File: src/rtl/cpu_pkg.sv
`default_nettype none
// ============================================================================
// Module   : cpu_pkg
// Brief    : Shared encodings for the multi-cycle RV32I-subset controller.
// Revision : 1.0 - initial release
// ============================================================================
package cpu_pkg;

  // FSM state encoding
  localparam logic [3:0] ST_FETCH  = 4'd0;
  localparam logic [3:0] ST_DECODE = 4'd1;
  localparam logic [3:0] ST_EXEC_R = 4'd2;
  localparam logic [3:0] ST_EXEC_I = 4'd3;
  localparam logic [3:0] ST_ADDR   = 4'd4;
  localparam logic [3:0] ST_MEM_RD = 4'd5;
  localparam logic [3:0] ST_MEM_WR = 4'd6;
  localparam logic [3:0] ST_WB_ALU = 4'd7;
  localparam logic [3:0] ST_WB_MEM = 4'd8;
  localparam logic [3:0] ST_BRANCH = 4'd9;
  localparam logic [3:0] ST_TRAP   = 4'd10;

  localparam logic [6:0] OP_R      = 7'b0110011;
  localparam logic [6:0] OP_I      = 7'b0010011;
  localparam logic [6:0] OP_LOAD   = 7'b0000011;
  localparam logic [6:0] OP_STORE  = 7'b0100011;
  localparam logic [6:0] OP_BRANCH = 7'b1100011;

  localparam logic [1:0] ALU_ADD   = 2'b00;
  localparam logic [1:0] ALU_SUB   = 2'b01;
  localparam logic [1:0] ALU_FUNCT = 2'b10;

  localparam logic [1:0] SRCA_PC    = 2'b00;
  localparam logic [1:0] SRCA_RS1   = 2'b01;
  localparam logic [1:0] SRCA_OLDPC = 2'b10;

  localparam logic [1:0] SRCB_RS2  = 2'b00;
  localparam logic [1:0] SRCB_FOUR = 2'b01;
  localparam logic [1:0] SRCB_IMM  = 2'b10;

  typedef struct packed {
    logic       mem_read;
    logic       mem_write;
    logic       iord;
    logic       ir_write;
    logic       pc_write;
    logic       pc_src;
    logic [1:0] alu_src_a;
    logic [1:0] alu_src_b;
    logic [1:0] alu_op;
    logic       reg_write;
    logic       mem_to_reg;
    logic       retire;
    logic       illegal;
  } ctrl_t;

  localparam ctrl_t CTRL_NONE = '0;

  function automatic logic [3:0] decode_target(input logic [6:0] opcode);
    case (opcode)
      OP_R:               decode_target = ST_EXEC_R;
      OP_I:               decode_target = ST_EXEC_I;
      OP_LOAD, OP_STORE:  decode_target = ST_ADDR;
      OP_BRANCH:          decode_target = ST_BRANCH;
      default:            decode_target = ST_TRAP;
    endcase
  endfunction

endpackage
`default_nettype wire

File: src/rtl/multicycle_control_if.sv
`default_nettype none
// ============================================================================
// Module   : multicycle_control_if
// Brief    : Controller <-> datapath bundle (IR/flags in, control word out).
// Revision : 1.0 - initial release
// ============================================================================
interface multicycle_control_if #(
  parameter int CNT_W = 32
);
  logic [31:0]      instr;
  logic             mem_ready;
  logic             zero;
  logic             mem_read;
  logic             mem_write;
  logic             iord;
  logic             ir_write;
  logic             pc_write;
  logic             pc_src;
  logic [1:0]       alu_src_a;
  logic [1:0]       alu_src_b;
  logic [1:0]       alu_op;
  logic             reg_write;
  logic             mem_to_reg;
  logic             retire;
  logic [CNT_W-1:0] retired_count;
  logic             illegal;

  modport master (
    input  instr, mem_ready, zero,
    output mem_read, mem_write, iord, ir_write, pc_write, pc_src,
           alu_src_a, alu_src_b, alu_op, reg_write, mem_to_reg,
           retire, retired_count, illegal
  );

  modport slave (
    output instr, mem_ready, zero,
    input  mem_read, mem_write, iord, ir_write, pc_write, pc_src,
           alu_src_a, alu_src_b, alu_op, reg_write, mem_to_reg,
           retire, retired_count, illegal
  );
endinterface
`default_nettype wire

File: src/rtl/mc_output_decode.sv
`default_nettype none
// ============================================================================
// Module   : mc_output_decode
// Brief    : Combinational state/opcode decode to control word and next state.
// Revision : 1.0 - initial release
// ============================================================================
module mc_output_decode
  import cpu_pkg::*;
(
  input  logic [3:0] state,
  input  logic [6:0] opcode,
  input  logic       mem_ready,
  input  logic       zero,
  output ctrl_t      ctrl,
  output logic [3:0] next_state
);

  always_comb begin
    ctrl       = CTRL_NONE;
    next_state = state;
    case (state)
      ST_FETCH: begin
        ctrl.mem_read  = 1'b1;
        ctrl.alu_src_a = SRCA_PC;
        ctrl.alu_src_b = SRCB_FOUR;
        ctrl.alu_op    = ALU_ADD;
        if (mem_ready) begin
          ctrl.ir_write = 1'b1;
          ctrl.pc_write = 1'b1;
          next_state    = ST_DECODE;
        end
      end
      // Speculatively compute the branch target into ALUOut
      ST_DECODE: begin
        ctrl.alu_src_a = SRCA_OLDPC;
        ctrl.alu_src_b = SRCB_IMM;
        ctrl.alu_op    = ALU_ADD;
        next_state     = decode_target(opcode);
      end
      ST_EXEC_R: begin
        ctrl.alu_src_a = SRCA_RS1;
        ctrl.alu_src_b = SRCB_RS2;
        ctrl.alu_op    = ALU_FUNCT;
        next_state     = ST_WB_ALU;
      end
      ST_EXEC_I: begin
        ctrl.alu_src_a = SRCA_RS1;
        ctrl.alu_src_b = SRCB_IMM;
        ctrl.alu_op    = ALU_ADD;
        next_state     = ST_WB_ALU;
      end
      ST_ADDR: begin
        ctrl.alu_src_a = SRCA_RS1;
        ctrl.alu_src_b = SRCB_IMM;
        ctrl.alu_op    = ALU_ADD;
        next_state     = (opcode == OP_LOAD) ? ST_MEM_RD : ST_MEM_WR;
      end
      ST_MEM_RD: begin
        ctrl.mem_read = 1'b1;
        ctrl.iord     = 1'b1;
        if (mem_ready) next_state = ST_WB_MEM;
      end
      // RAM enable doubles as strobe, so mem_read stays high on writes
      ST_MEM_WR: begin
        ctrl.mem_read  = 1'b1;
        ctrl.mem_write = 1'b1;
        ctrl.iord      = 1'b1;
        if (mem_ready) begin
          ctrl.retire = 1'b1;
          next_state  = ST_FETCH;
        end
      end
      ST_WB_ALU: begin
        ctrl.reg_write = 1'b1;
        ctrl.retire    = 1'b1;
        next_state     = ST_FETCH;
      end
      ST_WB_MEM: begin
        ctrl.reg_write  = 1'b1;
        ctrl.mem_to_reg = 1'b1;
        ctrl.retire     = 1'b1;
        next_state      = ST_FETCH;
      end
      ST_BRANCH: begin
        ctrl.alu_src_a = SRCA_RS1;
        ctrl.alu_src_b = SRCB_RS2;
        ctrl.alu_op    = ALU_SUB;
        ctrl.pc_src    = 1'b1;
        ctrl.pc_write  = zero;
        ctrl.retire    = 1'b1;
        next_state     = ST_FETCH;
      end
      ST_TRAP: begin
        ctrl.illegal = 1'b1;
      end
      default: begin
        next_state = ST_TRAP;
      end
    endcase
  end

endmodule
`default_nettype wire

File: src/rtl/multicycle_control.sv
`default_nettype none
// ============================================================================
// Module   : multicycle_control
// Brief    : Multi-cycle sequencing FSM with retired-instruction counter.
// Revision : 1.0 - initial release
// ============================================================================
module multicycle_control
  import cpu_pkg::*;
#(
  parameter int CNT_W = 32
) (
  input  logic                 clk,
  input  logic                 rst,
  multicycle_control_if.master bus
);

  logic [3:0]       r_state;
  logic [3:0]       w_next_state;
  ctrl_t            w_ctrl;
  ctrl_t            w_out;
  logic [CNT_W-1:0] r_count;
  logic             w_unused;

  assign w_unused = ^bus.instr[31:7];

  mc_output_decode u_decode (
    .state      (r_state),
    .opcode     (bus.instr[6:0]),
    .mem_ready  (bus.mem_ready),
    .zero       (bus.zero),
    .ctrl       (w_ctrl),
    .next_state (w_next_state)
  );

  always_ff @(posedge clk or posedge rst) begin
    if (rst) r_state <= ST_FETCH;
    else     r_state <= w_next_state;
  end

  always_ff @(posedge clk or posedge rst) begin
    if (rst)               r_count <= '0;
    else if (w_ctrl.retire) r_count <= r_count + CNT_W'(1);
  end

  // Reset masks the whole control word so no write enable fires mid-abort
  assign w_out = rst ? CTRL_NONE : w_ctrl;

  assign bus.mem_read      = w_out.mem_read;
  assign bus.mem_write     = w_out.mem_write;
  assign bus.iord          = w_out.iord;
  assign bus.ir_write      = w_out.ir_write;
  assign bus.pc_write      = w_out.pc_write;
  assign bus.pc_src        = w_out.pc_src;
  assign bus.alu_src_a     = w_out.alu_src_a;
  assign bus.alu_src_b     = w_out.alu_src_b;
  assign bus.alu_op        = w_out.alu_op;
  assign bus.reg_write     = w_out.reg_write;
  assign bus.mem_to_reg    = w_out.mem_to_reg;
  assign bus.retire        = w_out.retire;
  assign bus.illegal       = w_out.illegal;
  assign bus.retired_count = r_count;

endmodule
`default_nettype wire

File: src/flat_wrapper.sv
// flat-port wrapper written by rule: the top's interface ports become plain ports
module multicycle_control_flat import cpu_pkg::*;
#(
  parameter int CNT_W = 32
)
  (clk, rst, bus_instr, bus_mem_ready, bus_zero, bus_mem_read, bus_mem_write, bus_iord, bus_ir_write, bus_pc_write, bus_pc_src, bus_alu_src_a, bus_alu_src_b, bus_alu_op, bus_reg_write, bus_mem_to_reg, bus_retire, bus_retired_count, bus_illegal);
  multicycle_control_if #(.CNT_W(CNT_W)) bus_i ();
  input  logic clk;
  input  logic rst;
  input wire logic [$bits(bus_i.instr)-1:0] bus_instr;
  input wire logic [$bits(bus_i.mem_ready)-1:0] bus_mem_ready;
  input wire logic [$bits(bus_i.zero)-1:0] bus_zero;
  output wire logic [$bits(bus_i.mem_read)-1:0] bus_mem_read;
  output wire logic [$bits(bus_i.mem_write)-1:0] bus_mem_write;
  output wire logic [$bits(bus_i.iord)-1:0] bus_iord;
  output wire logic [$bits(bus_i.ir_write)-1:0] bus_ir_write;
  output wire logic [$bits(bus_i.pc_write)-1:0] bus_pc_write;
  output wire logic [$bits(bus_i.pc_src)-1:0] bus_pc_src;
  output wire logic [$bits(bus_i.alu_src_a)-1:0] bus_alu_src_a;
  output wire logic [$bits(bus_i.alu_src_b)-1:0] bus_alu_src_b;
  output wire logic [$bits(bus_i.alu_op)-1:0] bus_alu_op;
  output wire logic [$bits(bus_i.reg_write)-1:0] bus_reg_write;
  output wire logic [$bits(bus_i.mem_to_reg)-1:0] bus_mem_to_reg;
  output wire logic [$bits(bus_i.retire)-1:0] bus_retire;
  output wire logic [$bits(bus_i.retired_count)-1:0] bus_retired_count;
  output wire logic [$bits(bus_i.illegal)-1:0] bus_illegal;
  assign bus_i.instr = bus_instr;
  assign bus_i.mem_ready = bus_mem_ready;
  assign bus_i.zero = bus_zero;
  assign bus_mem_read = bus_i.mem_read;
  assign bus_mem_write = bus_i.mem_write;
  assign bus_iord = bus_i.iord;
  assign bus_ir_write = bus_i.ir_write;
  assign bus_pc_write = bus_i.pc_write;
  assign bus_pc_src = bus_i.pc_src;
  assign bus_alu_src_a = bus_i.alu_src_a;
  assign bus_alu_src_b = bus_i.alu_src_b;
  assign bus_alu_op = bus_i.alu_op;
  assign bus_reg_write = bus_i.reg_write;
  assign bus_mem_to_reg = bus_i.mem_to_reg;
  assign bus_retire = bus_i.retire;
  assign bus_retired_count = bus_i.retired_count;
  assign bus_illegal = bus_i.illegal;
  multicycle_control #(.CNT_W(CNT_W)) u_core (.clk(clk), .rst(rst), .bus(bus_i));
endmodule
File: config.mk
export PLATFORM = sky130hd
export DESIGN_NAME = multicycle_control_flat
export DESIGN_NICKNAME = d
export VERILOG_FILES = /design/src/rtl/cpu_pkg.sv /design/src/rtl/multicycle_control_if.sv /design/src/rtl/mc_output_decode.sv /design/src/rtl/multicycle_control.sv /design/src/flat_wrapper.sv
export SDC_FILE = /design/constraint.sdc
export NUM_CORES = 1
export LEC_CHECK = 0
export CAP_MARGIN = 5
export CORE_UTILIZATION = 46
export DETAILED_ROUTE_END_ITERATION = 10
export GPL_TIMING_DRIVEN = 0
export HOLD_SLACK_MARGIN = 0.06
export PLACE_DENSITY = 0.88
export REMOVE_ABC_BUFFERS = 1
export SETUP_SLACK_MARGIN = 0.05
export SLEW_MARGIN = 40
export SYNTH_ARGS = -nofsm -noshare
export SYNTH_HDL_FRONTEND = slang
export SYNTH_SLANG_ARGS = --single-unit
File: constraint.sdc
create_clock -name clk -period 4.8 [get_ports clk]
set_input_delay 0.72 -clock clk [delete_from_list [all_inputs] [get_ports clk]]
set_output_delay 0.72 -clock clk [all_outputs]
set_load 0.01 [all_outputs]
Word-level counts from Yosys, hierarchy flattened. Cells that the tools add are included.

Bits in registers: 36. Logic and storage cells: 51. Output and inout port bits: 48.

Eq/ne operators: 18. Multiplexer cells: 20. $add $sub $neg: 1. Reduce and logical (&&, ||, !) cells: 9. Bitwise gates (word level): 1.

Operators by type and width (count): $add 32x1->32 const B (1); $pmux 4 s8 (1); $pmux 6 s5 (1); $eq 4x3->1 const B (4); $mux 16 (1); $pmux 4 s4 (1); $eq 7x6->1 const B (2); $eq 4x4->1 const B (3); $mux 4 (3); $reduce_or 2->1 (5); $mux 1 (9); $eq 4x2->1 const B (2); $eq 7x2->1 const B (1); $eq 7x5->1 const B (1); $eq 7x7->1 const B (1); $ne 2x2->1 const B (3); $reduce_or 3->1 (2); $eq 4x1->1 const B (1); $logic_not 4->1 (1); $mux 2 (2); $pmux 1 s2 (2); $reduce_and 4->1 (1); $not 1->1 (1).

Depth between registers and ports, before layout. Gate-level depths: netlist of the first run.

Depth in word-level cells: 4. Depth in mapped cells: 7.

By module. From an unflattened synthesis of the first run, not the netlist that was laid out.

Cells, all modules: 208. Area, all modules: 2042.0 sq um.

Modules (own cells, without submodules): multicycle_control (sequential area each 900.9 sq um, instances 1, cells each 145, area each 1674.1 sq um); mc_output_decode (sequential area each 0.0 sq um, instances 1, cells each 63, area each 367.9 sq um).

Worst setup path after synthesis of the first run. No wires, ideal clock.

Path type: input-to-output. Start point: in rst. End point: out bus_pc_write. Path buffers: 1. Required time: 4.080 ns. Stages on the path: 6. Data arrival time: 2.146 ns. Slack: 1.934 ns. Cells stage by stage: clkbuf_1 > inv_2 > nand2_1 > nor2_1 > and2_1 > a21o_1.

Longest elaborated chain between the ends: 1.

RTL lines: start, declared (line flat_wrapper.sv:9) `input logic rst;`; $mux 16 (line multicycle_control.sv:46) `assign w_out = rst ? CTRL_NONE : w_ctrl;`; end, declared (line flat_wrapper.sv:17) `output wire logic [$bits(bus_i.pc_write)-1:0] bus_pc_write;`.

Every way passes these cells.

Final worst setup path of the first run. Ends and elaborated chain as after synthesis.

==> results, run 1 <==
- The number of remaining DRC errors is 0.
- Total power for the finished layout comes to 589 uW.
- In this run, post-CTS hold repair placed 0 buffers.
- The count of warnings emitted by yosys is 0.
- The final routed wire length divided by cell count is between 10 and 15 um.
- The total die area is roughly 0.0047 mm2.
- The flow ran to the end, and the final reports show no timing, DRC or antenna violations.
- The final weighted congestion of routability-driven global placement is 0.842.
- The detailed router placed 1700 vias in this run.
- Across the VDD grid, the largest voltage drop is approximately 110 uV.
- The worst path needs 3900 ps of the cycle, external delays included.
- The largest area contributor in the netlist is sky130_fd_sc_hd__dfrtp_1.
- The placed instances occupy a cell area of around 0.0026 mm2.
- Wires add up to 4.45 mm.
- The worst hold path belongs to the class reg2reg.
- Excluding fillers, the count of instances in the completed layout stands at between 300 and 400.
- At the pin with the least slew margin, the transition time is ~660 ps.
- In this run, distinct cell masters in the synthesized netlist total 50.
- CTS saw 36 sinks.
- The number of max-cap violations is 0.
- The initial antenna violation count came to 0.
- In this run the deepest clock path goes through 2 buffers.
- Of the synthesized area, sequential elements account for 44.3%.
- The latest clock arrival within the worst-skew pair is 290 ps.
- Summed over all cells, the static leakage comes to 1.08 nW.
- For this run, asynchronously set or reset flops after synthesis account for 100%.
- Timing would allow up to 256 MHz.
- The count of input and output buffers is 58.
- In this run the worst path has a maximum fanout of 40.
- The number of setup buffers added after CTS is 0.
- Across all setup checks in the final design, the least slack found is about 900 ps.
- The placed wire-length estimate after detailed placement is 3.20 mm.
- From left edge to right edge, the die measures 68.5 um.
- 0 antenna diodes ended up in the layout.
- The global-route congestion overflow total is 0.
- Gates resized during post-CTS repair numbered 0.
- The cell at the root of the clock tree is sky130_fd_sc_hd__clkbuf_8.
- A synthesized cell averages around 10 um2.
- The area growth from synthesis to layout is 35.1%.
- The sequential cells in the finished layout cover a total of 901 um2.
- The iteration count of the initial detailed-routing pass is 4.
- After synthesis, the cell types taking the most area are sky130_fd_sc_hd__dfrtp_1, sky130_fd_sc_hd__xnor2_1, sky130_fd_sc_hd__nand2_1.
- In this run the tightest slew margin relative to its limit is between 50% and 60%.
- The endpoint required time on the critical path is 4080 ps.
- TritonCTS built the clock tree.
- The TritonCTS buffer count is 5.
- The final critical path takes up about four fifths of the cycle.
- The vertical die dimension is 68.5 um.
- The layout net count is about 300.
- In the final timing run, aggregate negative setup slack is 0 ps.
- The via count of the first global-routing pass is 1545.
- The share of the synthesized area in the top cell type is ~44%.
- In this run the cell area of the synthesized design comes to ~0.0020 mm2.
- The category of the most critical setup path is in2out.
- The share of layout cells above drive strength 1 is 8.46%.
- The count of flip-flops with a built-in enable after synthesis is 0.
- The total non-filler cell area in the finished layout is 0.00275 mm2.
- The pin count of the biggest net entering global routing is 41.
- The worst endpoint data arrival time is 3180 ps.
- The initialized floorplan defines 23 standard-cell rows.
- The setup slack after placement is approximately 900 ps.
- Once detail routing completed, the nets flagged for antenna violations numbered 0.
- The number of synthesized register bits is 36.
- The global-route wire length before repair is a little over 7 mm.
- The filler cells instantiated in the layout total roughly 320.
- The CTS H-tree depth is 2.
- The core region is 0.00412 mm2.
- STA classifies the critical path endpoint as an output port.
- For this design the ratio of total power to cell area is about 210 mW/mm2.
- Setup repair after global routing left no endpoint under its margin.
- The share of the core filled with cells in the final layout is 66.8%.
- The number of pins exceeding their max-slew limit in the final report came to 0.
- The final hold violation count is 0.
- The clock skew is 8.14 ps.
- The number of design-rule violations left by the first detailed-router iteration is 105.
- The type of element launching the critical path is an input pin.
- The initial standard-cell utilization of the core is 49.5%.
- The multi-input combinational cell area is 0.00108 mm2.
- Across all hold checks on the routed design, the worst slack comes to 492 ps.
- After technology mapping, the gate count stands at about 200.
- In this run, placement finished with an instance count of 302.
- After clock tree synthesis, the clock-pin slew on the worst setup and hold paths is 70 ps.
- For this design the top-level I/O count stands at 84.
- Setup violations remaining at the end of the flow were counted as 0.
- Global routing used between 20% and 30% of the available tracks across all layers.
- The via density per instance is roughly 5.5.
- In the synthesized netlist the dominant register cell turns out to be sky130_fd_sc_hd__dfrtp_1.
==> state kept, by name (all words and copies together) (netlist names) <==
name and count:
u_core.bus.retired_count 32, u_core.r_state 4
==> cell usage after synthesis (2+ instances only) <==
library cell / count
sky130_fd_sc_hd__dfrtp_1: 36
sky130_fd_sc_hd__xnor2_1: 26
sky130_fd_sc_hd__nand2_1: 16
sky130_fd_sc_hd__nor2_1: 16
sky130_fd_sc_hd__nand3_1: 11
sky130_fd_sc_hd__nor3_1: 11
sky130_fd_sc_hd__nand4_1: 9
sky130_fd_sc_hd__xor2_1: 6
sky130_fd_sc_hd__clkbuf_1: 5
sky130_fd_sc_hd__nand2b_1: 5
sky130_fd_sc_hd__o21ai_0: 5
sky130_fd_sc_hd__a21oi_1: 4
sky130_fd_sc_hd__and2_1: 4
sky130_fd_sc_hd__and3_1: 4
sky130_fd_sc_hd__inv_1: 3
sky130_fd_sc_hd__and4_1: 2
sky130_fd_sc_hd__buf_6: 2
sky130_fd_sc_hd__nor2_2: 2
sky130_fd_sc_hd__o21a_1: 2
sky130_fd_sc_hd__or2_1: 2
==> layout by cell type (no fill, tap or decap), types with 2 or more instances in the layout <==
cell type	instances
sky130_fd_sc_hd__inv_1	3
sky130_fd_sc_hd__nand4_1	9
sky130_fd_sc_hd__and3_1	4
sky130_fd_sc_hd__nor2_1	16
sky130_fd_sc_hd__xor2_1	6
sky130_fd_sc_hd__nand2_1	16
sky130_fd_sc_hd__and2_1	4
sky130_fd_sc_hd__o21ai_0	5
sky130_fd_sc_hd__clkinv_2	2
sky130_fd_sc_hd__o21a_1	2
sky130_fd_sc_hd__clkbuf_8	5
sky130_fd_sc_hd__a21oi_1	4
sky130_fd_sc_hd__nand2b_1	5
sky130_fd_sc_hd__dfrtp_1	36
sky130_fd_sc_hd__clkdlybuf4s50_1	58
sky130_fd_sc_hd__nand3_1	11
sky130_fd_sc_hd__nor2_2	2
sky130_fd_sc_hd__nor3_1	11
sky130_fd_sc_hd__and4_1	2
sky130_fd_sc_hd__or2_1	2
sky130_fd_sc_hd__xnor2_1	26
==> layer usage <==
layer | global-route usage [%] | share of wire [%]
met5 | 0 | 0
met3 | 4.44 | 2.9
met4 | 8.33 | 0.81
met1 | 27.0 | 45
met2 | 33.9 | 51
==> critical path, cell delays in order <==
cell,delay (ps)
sky130_fd_sc_hd__clkdlybuf4s50_1,640
sky130_fd_sc_hd__clkinv_2,600
sky130_fd_sc_hd__nand2_1,320
sky130_fd_sc_hd__nor2_1,90
sky130_fd_sc_hd__and2_1,180
sky130_fd_sc_hd__a21o_1,150
sky130_fd_sc_hd__clkdlybuf4s50_1,480
==> power by group <==
part	total (mW)	switching (mW)	internal [mW]
logic	0.0216	0.0117	0.00993
clock network	0.264	0.111	0.154
registers	0.303	0	0.303
total	0.589	0.122	0.467
==> final timing paths <==
kind / slack [ps] / endpoint / startpoint / cells past startpoint
worst max-delay path: 900 / bus_pc_write / rst / 7
worst min-delay path: 490 / u_core.bus.retired_count[10] / u_core.bus.retired_count[10] / 1
worst max register to register: 2450 / u_core.bus.retired_count[27] / u_core.r_state[2] / 5
worst min register to register: 490 / u_core.bus.retired_count[10] / u_core.bus.retired_count[10] / 1
max in group asynchronous: 3370 / u_core.bus.retired_count[31] / rst / 2
min in group asynchronous: 1030 / u_core.bus.retired_count[1] / rst / 2
==> area by class of cell <==
type,instances,area share [%]
multi-input combinational,154,39.2
clock buffer,5,2.50
inverter,4,0.591
timing repair buffer,58,21.1
clock inverter,3,1.55
sequential,36,32.8
tap,50,2.27
==> kinds of logic after synthesis <==
family	after synthesis	synth area share, %
adder cells (fa/ha/maj)	1	0.615
buffers and inverters	11	2.77
AO/OA/AOI/OAI	22	8.11
AND/OR/NAND/NOR	97	29.4
multiplexers	2	1.04
flip-flops	36	44.3
XOR/XNOR	32	13.8
Note: power is estimated with default switching activity, not from simulation.
==> run 2, diff against run 1 <==
--- a/config.mk
+++ b/config.mk
@@ -6,11 +6,11 @@
 export NUM_CORES = 1
 export LEC_CHECK = 0
 export CAP_MARGIN = 5
-export CORE_UTILIZATION = 46
+export CORE_UTILIZATION = 43
 export DETAILED_ROUTE_END_ITERATION = 10
 export GPL_TIMING_DRIVEN = 0
 export HOLD_SLACK_MARGIN = 0.06
-export PLACE_DENSITY = 0.88
+export PLACE_DENSITY = 0.83
 export REMOVE_ABC_BUFFERS = 1
 export SETUP_SLACK_MARGIN = 0.05
 export SLEW_MARGIN = 40
==> constraint.sdc (replaced) <==
create_clock -name clk -period 4.06 [get_ports clk]
set_input_delay 0.609 -clock clk [delete_from_list [all_inputs] [get_ports clk]]
set_output_delay 0.609 -clock clk [all_outputs]
set_load 0.01 [all_outputs]
==> run 2 against run 1 <==
  * Wire length down 2.7%
  * Via count down 1.9%
  * Largest cell class unchanged
  * Count of clock-buffer cells in the layout up 1
  * The flow now finishes with violations (design-rule violations)
  * Setup slack worse by 530 ps
  * Register-to-register slack worse by 760 ps
  * Core utilization down 5.0 points
  * Hold slack worse by 4.1 ps
  * First-iteration DRC count down 19%
==> results, run 2 (same netlist as run 1, synthesis figures left out) <==
- The worst endpoint data arrival time is 3080 ps (-100 ps).
- The initial antenna violation count is 0 (unchanged).
- The total global routing track utilization is 19.0% (-1.9 points).
- The number of rows created at floorplan is 24 (+4.3%).
- The final hold violation count is 0 (unchanged).
- The iteration count of the initial detailed-routing pass is 9 (+5).
- The cell at the root of the clock tree is sky130_fd_sc_hd__clkbuf_8.
- TritonCTS built the clock tree.
- The cell-internal power is 552 uW (+18%).
- The global-route wire length before repair was 7.52 mm (+5.5%).
- The endpoint required time on the critical path is 3450 ps (-630 ps).
- The sum of routed wire length over all layers is 4.34 mm (-2.7%).
- The reported leakage power came to 1.08 nW (about the same).
- The buffers inserted during post-CTS setup optimization is 0 (unchanged).
- The number of flip-flops in the largest register is 32 (unchanged).
- The via density per instance was 5.35 (-2.5%).
- The power per cell area was 251 mW/mm2 (+17%).
- The final routed wire length divided by cell count was 13.9 um (-3.3%).
- The area growth from synthesis to layout came to 35.0% (about the same).
- The via count of the first global-routing pass is 1622 (+5.0%).
- The power after layout is 691 uW (+17%).
- The number of design-rule violations left by the first detailed-router iteration was 85 (-19%).
- The global-route congestion overflow total is 0 (unchanged).
- Based on the critical path, the design can be clocked at up to 271 MHz.
- The slew at the pin with the worst max-slew slack came to 672 ps (+13.3 ps).
- The setup TNS after final layout is 0 ps (unchanged).
- The part of the total power dissipated in the clock network is 44.4% (-0.5 points).
- The multi-input combinational cell area is 0.00108 mm2 (unchanged).
- The number of remaining DRC errors is 4 (+4).
- The maximum net fanout on the critical path is 40 (unchanged).
- The maximum vdd drop is 150 uV (+39%).
- The final reports fail on design-rule violations.
- The internal reg-to-reg setup slack came to 1690 ps (-760 ps).
- The net switching power figure is 139 uW (+13%).
- The number of cells on the worst reg-to-reg path was 5 (unchanged).
- The clock skew was 8.08 ps (-0.0634 ps).
- The via count was 1668 (-1.9%).
- The clock input transition at the sequential cells of the worst setup and hold paths is 70 ps (about the same).
- The antenna violation net count after detailed routing is 0 (unchanged).
- The vertical die dimension came to 70.8 um (+3.3%).
- The total setup violations reported at the end of the flow came to 0 (unchanged).
- The post-cts repair resize count is 0 (unchanged).
- The destination of the worst register-to-register timing path is u_core.bus.retired_count[25].
- The shortest period the worst path allows is 3690 ps.
- In this run the most critical hold path is launched from u_core.bus.retired_count[10].
- The TritonCTS sink count is 36 (unchanged).
- The CTS H-tree depth is 2 (unchanged).
- The worst setup path is captured at an output port.
- The number of buffers between clock root and the deepest sink is 2 (unchanged).
- The initial standard-cell utilization of the core was 45.8% (-3.7 points).
- The share of layout cells above drive strength 1 is 8.08% (-0.38 points).
- The count of pins on the block boundary is 84 (unchanged).
- The number of instances on the worst hold path was 1 (unchanged).
- The number of pins exceeding their max-slew limit in the final report was 0 (unchanged).
- The area of all sequential standard cells is 901 um2 (unchanged).
- The sequential power share is 51.9% (+0.4 points).
- The number of instances in the placed design is 304 (+0.66%).
- The latest clock arrival within the worst-skew pair was 290 ps (about the same).
- STA classifies the critical path startpoint as an input pin.
- The total die area is 0.00501 mm2 (+6.8%).
- The placed wire-length estimate after detailed placement is 3.14 mm (-2.1%).
- The floorplan die width is 70.8 um (+3.3%).
- The top cell types in the final layout, fill and taps aside, are sky130_fd_sc_hd__clkdlybuf4s50_1, sky130_fd_sc_hd__dfrtp_1, sky130_fd_sc_hd__xnor2_1.
- The tightest hold margin is 488 ps (-4.15 ps).
- The filler-free cell count of the finished design is 312 (+0.65%).
- The part of the total power dissipated in combinational logic is 3.7% (about the same).
- The number of filler cells placed in the layout was 383 (+20%).
- The startpoint identified for the worst register-to-register timing path is u_core.r_state[2].
- The count of input and output buffers was 58 (unchanged).
- Dividing the final minimum period by the clock period gives a little over 90%.
- The number of antenna repair diodes is 0 (unchanged).
- The end point of the worst hold path is u_core.bus.retired_count[10].
- The flow ran to the end, but the final reports show violations.
- The TritonCTS buffer count was 5 (unchanged).
- Setup repair after global routing left no endpoint under its margin.
- The path class of the tightest hold or removal check is reg2reg.
- The commonest non-fill, non-tap cell in the layout is sky130_fd_sc_hd__clkdlybuf4s50_1.
- The critical path is of the in2out type.
- The worst slew margin relative to its limit is 55.2% (-0.88 points).
- The core box area is 0.00444 mm2 (+8.0%).
- The pin count of the biggest net entering global routing is 41 (unchanged).
- The number of buffers inserted by hold repair at cts came to 0 (unchanged).
- The final weighted congestion of routability-driven global placement is 0.825 (-2.0%).
- The layout net count came to 296 (unchanged).
- The number of max-cap violations is 0 (unchanged).
- The switching power share of the total is 20.1% (-0.70 points).
- In this run the worst setup path begins at rst.
[run 2: metrics by stage]
step / instance area [um2] / util, % / setup WS, ps
6_report: 2750 / 61.9 / 370
5_1_grt: 2750 / 61.9 / 130
4_1_cts: 2750 / 61.8 / 381
3_5_place_dp: 2640 / 59.4 / 391
3_3_place_gp: 2640 / 59.4 / 409
2_1_floorplan: 1990 / - / 1620
[run 2: cell type report]
class | instances | share of cell area (%)
Sequential cell | 36 | 32.8
Tap cell | 52 | 2.37
Clock buffer | 6 | 2.64
Multi-Input combinational cell | 154 | 39.2
Timing Repair Buffer | 58 | 21.1
Clock inverter | 2 | 1.27
Inverter | 4 | 0.592
[run 2: worst max-delay path, stage by stage]
cell and delay (ps):
sky130_fd_sc_hd__clkdlybuf4s50_1 650, sky130_fd_sc_hd__clkinv_2 610, sky130_fd_sc_hd__nand2_1 310, sky130_fd_sc_hd__nor2_1 110, sky130_fd_sc_hd__and2_1 180, sky130_fd_sc_hd__a21o_1 150
sky130_fd_sc_hd__clkdlybuf4s50_1 470
[run 2: how the worst max path moves through the flow]
stage                              end  slack [ps]  depth (start not counted)
after floorplan           bus_pc_write        1620                          5
after global placement    bus_pc_write         410                          7
after detailed placement  bus_pc_write         390                          7
after CTS                 bus_pc_write         380                          7
after global routing      bus_pc_write         130                          7
final                     bus_pc_write         370                          7
[run 2: routing by layer]
layer  global-route usage (%)  wire [um]  vias to the layer above
met5                        0          0                        -
met4                     5.56         33                        0
met3                     4.70        178                        5
met2                     30.1       2070                       35
met1                     25.8       2050                      808
li1                         -          -                      820
[run 2: power groups by stage]
stage                     combinational [mW]  sequential, mW  clock, mW
final                                 0.0255           0.358      0.307
after global routing                  0.0285           0.358      0.328
after CTS                             0.0259           0.358      0.314
after detailed placement              0.0258           0.365          0
after global placement                0.0255           0.365          0
after floorplan                      0.00994           0.365          0
